## config.mk

```make
export PLATFORM = sky130hd
export DESIGN_NAME = npc_seq
export DESIGN_NICKNAME = d
export VERILOG_FILES = /design/src/rtl/npc_seq.sv
export SDC_FILE = /design/constraint.sdc
export NUM_CORES = 1
export LEC_CHECK = 0
export CORE_UTILIZATION = 47
export CTS_CLUSTER_DIAMETER = 60
export DETAILED_ROUTE_END_ITERATION = 8
export PLACE_DENSITY = 0.79
export SLEW_MARGIN = 5
export SYNTH_ARGS = -nofsm -noshare
export SYNTH_HDL_FRONTEND = slang
export SYNTH_SLANG_ARGS = --single-unit
```

## constraint.sdc

```tcl
create_clock -name clk -period 5.4 [get_ports clk]
set_input_delay 1.62 -clock clk [delete_from_list [all_inputs] [get_ports clk]]
set_output_delay 1.62 -clock clk [all_outputs]
set_load 0.03 [all_outputs]
```

## src/rtl/npc_seq.sv

```systemverilog
// npc_seq: next-PC sequencer and fetch controller with imem req/ack handshake and sticky fault halt
module npc_seq #(
  parameter logic [31:0] RESET_PC   = 32'h0000_3000,
  parameter int          WAIT_LIMIT = 16
) (
  input  logic        clk,
  input  logic        reset,
  output logic        imem_req,
  output logic [31:0] imem_addr,
  input  logic        imem_ack,
  input  logic [31:0] imem_rdata,
  output logic [31:0] instr,
  output logic        instr_valid,
  output logic [31:0] pc,
  output logic [31:0] pc_4,
  input  logic [1:0]  npc_sel,
  input  logic        br_taken,
  input  logic [31:0] rs_data,
  input  logic        commit,
  output logic        err,
  output logic [1:0]  err_code
);
  localparam int CW = $clog2(WAIT_LIMIT + 1);
  localparam logic [CW-1:0] LAST = CW'(WAIT_LIMIT - 1);
  typedef enum logic [1:0] {FETCH, EXEC, HALT} state_t;
  state_t state, state_n;
  logic [31:0] pc_n, instr_n, br_off, npc;
  logic [CW-1:0] wait_cnt, wait_n;
  logic [1:0] code_n;
  assign imem_req    = state == FETCH;
  assign instr_valid = state == EXEC;
  assign err         = state == HALT;
  assign imem_addr   = pc;
  assign pc_4        = pc + 32'd4;
  assign br_off      = {{14{instr[15]}}, instr[15:0], 2'b00};
  assign npc = npc_sel == 2'b00 ? pc_4 :
               npc_sel == 2'b01 ? (br_taken ? pc_4 + br_off : pc_4) :
               npc_sel == 2'b10 ? {pc_4[31:28], instr[25:0], 2'b00} : rs_data;
  always_comb begin
    state_n = state;
    pc_n    = pc;
    instr_n = instr;
    wait_n  = wait_cnt;
    code_n  = err_code;
    case (state)
      FETCH: begin
        wait_n = imem_ack ? '0 : wait_cnt + 1'b1;
        if (imem_ack) begin
          instr_n = imem_rdata;
          state_n = EXEC;
        end else if (wait_cnt == LAST) begin
          state_n = HALT;
          code_n  = 2'b01;
        end
      end
      EXEC: begin
        // A misaligned jr target faults before the PC is touched.
        if (commit && npc_sel == 2'b11 && rs_data[1:0] != 2'b00) begin
          state_n = HALT;
          code_n  = 2'b10;
        end else if (commit) begin
          pc_n    = npc;
          state_n = FETCH;
        end
      end
      default: ;
    endcase
  end
  always_ff @(posedge clk) begin
    if (reset) begin
      state    <= FETCH;
      pc       <= RESET_PC;
      instr    <= '0;
      wait_cnt <= '0;
      err_code <= 2'b00;
    end else begin
      state    <= state_n;
      pc       <= pc_n;
      instr    <= instr_n;
      wait_cnt <= wait_n;
      err_code <= code_n;
    end
  end
endmodule

```

==> results.tsv, run 1 <==
stage	metric	value	unit
power_and_ir_drop	Net Sw Frac	0.341	
sta	worst hold slack	0.454	ns
sta	Final setup viols	0	
drt	Starting DRT DRC Count	523	
run	max-cap viol count	0	
place	IO buf count	203	
finish	area delta synth->final	34.7	%
place	routability congestion estimate	0.920	
drt	drt drc	0	
worst_setup_path	Setup CP Type	reg -> out	
drt	Total Wirelength	20600	um
die	Initial Utilization	0.483	
worst_setup_path	Reg2Reg Setup Slack	1.18	ns
finish	fin area	8250	um2
global_route	total global routing overflow	0	
global_route	initial antenna violation count	0	
sta	setup TNS	0	ns
die	core area	12700	um2
place	Placed Cells	1137	
clock_tree	Clock Pin Slew Worst Setup and Hold Paths	0.06	ns
worst_setup_path	CP endpoint kind	primary output	
yosys	Post-Synth XOR/XNOR Area	0.0598	
die	I/O pin total	204	
sta	Final Hold Vio Count	0	
finish	Nets	1086	
finish	fin cells	1153	
worst_setup_path	Critical Path RT	3.78	ns
sta	Fmax achieved	215	MHz
clock_tree	total setup buffers inserted after CTS	0	
worst_setup_path	CP max stage delay	0.76	ns
power_and_ir_drop	Psw	553	uW
clock_tree	htree depth	3	
finish	final core utilization	0.651	
sta	relative slew slack	0.221	
sta	Final min period	4.64	ns
power_and_ir_drop	sequential share of power	0.369	
yosys	adder-cell area share of the yosys netlist	0.0809	
clock_tree	clock latency on the worst-skew pair	0.35	ns
yosys	cell area after technology mapping	6130	um2
die	Die Ht	116	um
drt	vias	6619	
drt	drt via density	5.74	
power_and_ir_drop	Comb power frac	0.287	
clock_tree	CTS Sinks	73	
sta	RSZ-0062 raised after global routing	false	
sta	clk_skew	0.00611	ns
clock_tree	buffer depth of the longest clock path	2	
global_route	largest net degree at the start of global routing	56	
die	Die Wd	116	um
clock_tree	# resized after CTS	0	
yosys	YS warnings	0	
power_and_ir_drop	worst vdd ir	187	uV
yosys	Post-synth EDFFs	0	
finish	number of diodes	0	
worst_setup_path	startpoint types	flip-flop	
sta	PnR worst setup slack	0.755	ns
yosys	post-synthesis compound-gate area fraction	0.257	
yosys	syn nets	938	
place	dpl cell area	7980	um2
drt	drt first pass iters	5	
power_and_ir_drop	P_int	1.07	mW
finish	fillcell total	1172	
sta	Final Max Tran Viols	0	
place	Detail Placement HPWL	15600	um
clock_tree	total CTS buffers	9	
clock_tree	cts hold-fix bufs	0	
power_and_ir_drop	cell leakage power	3.31	nW
global_route	global-route wire length before repair	32000	um
yosys	top_reg_cell synth	dfxtp_1	
worst_setup_path	worst-path fanout max	7	
yosys	post-synthesis mux area share	0.0347	
yosys	Synth Register Bits	73	
yosys	simple-gate share of the synthesized area	0.245	
drt	Final ANT Viol Nets	0	
die	FP Rows	41	
worst_setup_path	critical path arrival	3.02	ns
yosys	largest family of logic cells by synthesized area	compound AO/OA/AOI/OAI gates	
yosys	Synth Area per Inst	7.40	um2
power_and_ir_drop	clock share of power	0.344	
yosys	Syn Inst Count	828	
sta	Period Utilization, post-route	0.860	
power_and_ir_drop	Pwr Total	1.62	mW
clock_tree	root buffer cell	clkbuf_16	
power_and_ir_drop	PwrDens	197	nW/um2
worst_setup_path	slowest stage cell on the critical path	clkdlybuf4s50_1	
yosys	Yosys cell types	79	
global_route	global router's overall resource usage	0.308	
yosys	ys async rst share	0	
min_path	hold depth	2	
yosys	sequential area share after synthesis	0.239	
finish	proportion of layout cells with a drive suffix above 1	0.0510	
place	post-place setup slack	1.17	ns
sta	worst-margin pin slew	1.17	ns
die	die area	13500	um2
worst_setup_path	FF-to-FF path depth	15	
worst_setup_path	Crit path top cell by count	nand3_1	
status	status	finished clean	
global_route	vias in the first global route	6103	
drt	wire length per cell	17.9	um
min_path	hold crit path type	reg -> reg	
clock_tree	CTS tree	yes	
worst_setup_path	crit path cell chain	nand3_1, nor2_1, nand3_1, xnor2_1, clkdlybuf4s50_1	
==> metal layers <==
layer,share of wire,GRT usage,vias up
li1,-,-,3245
met1,0.43,0.410,3058
met2,0.46,0.488,284
met3,0.087,0.0690,32
met4,0.020,0.113,0
met5,0,0,-
==> worst max-delay path: cells and delay by family (launching register included) <==
family / cells / cell delay, ns
xor+xnor: 1 / 0.43
buf+inv: 1 / 0.76
flops: 1 / 0.45
simple gates: 3 / 1.03
==> registers in the layout (all words and copies together) (netlist names) <==
signal and count:
imem_addr 32, instr 32, wait_cnt 5, err_code 2, state 2
==> cells in the mapped netlist (all sizes together), types with 4 or more instances <==
master / n / area, um2
nor3: 21 / 110
a31oi: 7 / 43.8
ha: 38 / 475
o31ai: 4 / 30.0
nand3b: 4 / 30.0
and4: 5 / 45.0
dfxtp: 73 / 1460
buf: 40 / 295
nor2b: 8 / 50.1
o21ai: 39 / 195
nand2b: 11 / 68.8
a221oi: 4 / 47.6
or3: 4 / 25.0
xnor2: 26 / 235
a22oi: 4 / 30.0
and3: 14 / 95.1
nand3: 28 / 145
nand2: 134 / 505
a21oi: 103 / 515
a21o: 18 / 138
inv: 18 / 67.6
mux2i: 19 / 190
a22o: 4 / 35.0
nand4: 10 / 75.1
and2: 9 / 60.1
o21a: 5 / 37.5
a211oi: 11 / 82.6
nor2: 56 / 210
o211ai: 11 / 82.6
xor2: 15 / 131
clkbuf: 35 / 151
==> power by group through the flow <==
stage | clock [mW] | combinational (mW) | sequential, mW
global route | 0.589 | 0.501 | 0.603
finish | 0.559 | 0.466 | 0.599
global placement | 0 | 0.458 | 0.610
floorplan | 0 | 0.244 | 0.647
detailed placement | 0 | 0.460 | 0.611
CTS | 0.567 | 0.463 | 0.599
==> area by class of cell <==
type	instances	area [um2]	area share
clock buffer	10	229	0.0278
multi-input combinational	662	4150	0.503
sequential	73	1460	0.177
timing repair buffer	212	2080	0.253
inverter	18	67.6	0.00819
clock inverter	6	42.5	0.00516
tap	172	215	0.0261
==> layout by cell type, fill, tap and decap left out, types with 16 or more instances in the layout <==
master           synthesis  routed
nand2_1                133     133
a21oi_1                103     103
nand3_1                 27      27
a21o_1                  16      16
inv_1                   18      18
xnor2_1                 25      25
o21ai_0                 36      36
dfxtp_1                 73      73
ha_1                    38      38
nor3_1                  20      20
mux2i_1                 19      19
clkdlybuf4s50_1          0     200
nor2_1                  56      56
==> logic make-up (layout without fill, tap and decap cells) <==
logic type / count (synthesis) / in the layout
simple gates: 312 / 312
mux: 21 / 21
buf+inv: 93 / 246
flops: 73 / 73
compound gates: 249 / 249
xor+xnor: 41 / 41
fa+ha+maj: 39 / 39
==> worst paths after layout <==
| path | from | end |
|---|---|---|
| worst max-delay path | imem_addr[4]$_SDFFE_PP0P_ | pc_4[23] |
| worst min-delay path | instr[26]$_SDFFE_PP0P_ | instr[26]$_SDFFE_PP0P_ |
| worst max register to register | imem_addr[4]$_SDFFE_PP0P_ | imem_addr[17]$_SDFFE_PP0P_ |
| worst min register to register | instr[26]$_SDFFE_PP0P_ | instr[26]$_SDFFE_PP0P_ |
Power figures use the tool's default switching activity.
==> run 2: changes to the inputs <==
Settings changed: CORE_MARGIN from default to 5, CORE_UTILIZATION 47 to 40, PLACE_DENSITY 0.79 to 0.68.
Clock period 5.4 ns to 5.5 ns, I/O delays scaled along.
==> results.tsv, run 2 (synthesized netlist as in run 1, its figures left out) <==
stage	metric	value	unit
status	status	finished clean	
worst_setup_path	Reg2Reg Setup Slack	1.32	ns
worst_setup_path	FF-to-FF path depth	15	
sta	RSZ-0062 raised after global routing	false	
worst_setup_path	CP max stage delay	0.74	ns
global_route	initial antenna violation count	0	
drt	vias	6574	
clock_tree	cts hold-fix bufs	0	
min_path	hold crit path type	reg -> reg	
drt	Starting DRT DRC Count	484	
sta	Period Utilization, post-route	0.844	
die	Die Wd	134	um
worst_setup_path	startpoint types	flip-flop	
place	dpl cell area	8020	um2
sta	Fmax achieved	215	MHz
place	routability congestion estimate	0.895	
worst_setup_path	crit path launch	imem_addr[2]$_SDFFE_PP0P_	
worst_setup_path	Crit path top cell by count	nor2_1	
place	Detail Placement HPWL	16800	um
finish	number of diodes	0	
drt	Final ANT Viol Nets	0	
worst_setup_path	critical path's top delay family	buffers and inverters	
finish	area delta synth->final	36.2	%
worst_setup_path	RR Startpoint	imem_addr[2]$_SDFFE_PP0P_	
die	die area	17900	um2
min_path	hold depth	2	
power_and_ir_drop	cell leakage power	3.35	nW
power_and_ir_drop	worst vdd ir	142	uV
clock_tree	clock latency on the worst-skew pair	0.34	ns
global_route	total global routing overflow	0	
worst_setup_path	Setup CP Type	reg -> out	
worst_setup_path	Buf+Inv Stages, Crit Path	3	
finish	final core utilization	0.553	
power_and_ir_drop	Pwr Total	1.69	mW
clock_tree	CTS tree	yes	
sta	Final Max Tran Viols	0	
clock_tree	total setup buffers inserted after CTS	0	
drt	Total Wirelength	22000	um
clock_tree	# resized after CTS	0	
sta	Final setup viols	0	
power_and_ir_drop	PwrDens	203	nW/um2
drt	drt via density	5.61	
finish	commonest non-fill, non-tap cell in the layout	clkdlybuf4s50_1	
place	IO buf count	203	
global_route	vias in the first global route	6154	
clock_tree	buffer depth of the longest clock path	2	
clock_tree	CTS Sinks	73	
die	I/O pin total	204	
sta	clk_skew	0.00660	ns
drt	drt drc	0	
worst_setup_path	critical path arrival	2.99	ns
finish	fin area	8340	um2
worst_setup_path	Reg-to-Reg End	imem_addr[28]$_SDFFE_PP0P_	
drt	drt first pass iters	7	
finish	proportion of layout cells with a drive suffix above 1	0.0539	
sta	worst hold slack	0.451	ns
finish	most frequent cells in the layout	200 x clkdlybuf4s50_1, 133 x nand2_1, 103 x a21oi_1	
die	Initial Utilization	0.406	
run	max-cap viol count	0	
sta	relative slew slack	0.235	
clock_tree	root buffer cell	clkbuf_16	
global_route	global router's overall resource usage	0.239	
drt	wire length per cell	18.8	um
worst_setup_path	worst-path fanout max	8	
die	Die Ht	134	um
clock_tree	htree depth	3	
clock_tree	Clock Pin Slew Worst Setup and Hold Paths	0.06	ns
worst_setup_path	Critical Path RT	3.85	ns
worst_setup_path	slowest stage cell on the critical path	clkdlybuf4s50_1	
sta	Final min period	4.64	ns
worst_setup_path	crit path cell chain	ha_1, inv_1, nor2_1, buf_4, nor2b_1, nand2_1, nor2_1, xor2_1, clkdlybuf4s50_1	
clock_tree	total CTS buffers	9	
finish	Nets	1089	
sta	setup TNS	0	ns
worst_setup_path	Stages on worst setup path	9	
die	core area	15100	um2
global_route	largest net degree at the start of global routing	42	
sta	worst-margin pin slew	1.15	ns
worst_setup_path	CP endpoint kind	primary output	
worst_setup_path	CP endpoint	pc_4[18]	
sta	Final Hold Vio Count	0	
die	FP Rows	45	
global_route	global-route wire length before repair	34000	um
[run 2: layout make-up]
class / instances / area [um2]
Fill cell: 1471 / 6750
Multi-Input combinational cell: 662 / 4150
Timing Repair Buffer: 215 / 2110
Sequential cell: 73 / 1460
Tap cell: 188 / 235
Clock buffer: 10 / 229
Clock inverter: 6 / 92.6
Inverter: 18 / 67.6
[run 2: per-stage QoR]
| step | instances | setup slack (ns) |
|---|---|---|
| 5_1_grt | 1172 | 0.606 |
| 2_1_floorplan | 828 | 1.41 |
| 4_1_cts | 1172 | 0.847 |
| 6_report | 1172 | 0.858 |
| 3_3_place_gp | 1156 | 1.28 |
| 3_5_place_dp | 1156 | 1.23 |
[run 2: power breakdown]
group / internal, mW / total, mW / leakage (nW) / switching [mW]
logic: 0.193 / 0.461 / 2.60 / 0.268
registers: 0.553 / 0.587 / 0.595 / 0.0336
clock network: 0.399 / 0.644 / 0.149 / 0.245
total: 1.15 / 1.69 / 3.35 / 0.546
[run 2: worst min-delay path by stage]
stage / startpoint / to / slack (ns)
after detailed placement: instr[27]$_SDFFE_PP0P_ / instr[27]$_SDFFE_PP0P_ / 0.45
after global routing: instr[28]$_SDFFE_PP0P_ / instr[28]$_SDFFE_PP0P_ / 0.48
final: instr[27]$_SDFFE_PP0P_ / instr[27]$_SDFFE_PP0P_ / 0.45
after floorplan: wait_cnt[4]$_SDFFE_PP0P_ / wait_cnt[4]$_SDFFE_PP0P_ / 0.46
after CTS: instr[27]$_SDFFE_PP0P_ / instr[27]$_SDFFE_PP0P_ / 0.46
after global placement: instr[28]$_SDFFE_PP0P_ / instr[28]$_SDFFE_PP0P_ / 0.44
[run 2: worst min-delay path, stage by stage, from the launching register on]
cell     delay [ns]
dfxtp_1        0.31
nand2_1        0.05
a21oi_1        0.05
[run 2: layer usage]
metal | GRT usage | wire [um] | vias up
li1 | - | - | 3252
met5 | 0 | 0 | -
met4 | 0.0537 | 310 | 0
met2 | 0.385 | 10200 | 208
met3 | 0.0718 | 1680 | 24
met1 | 0.315 | 9780 | 3090
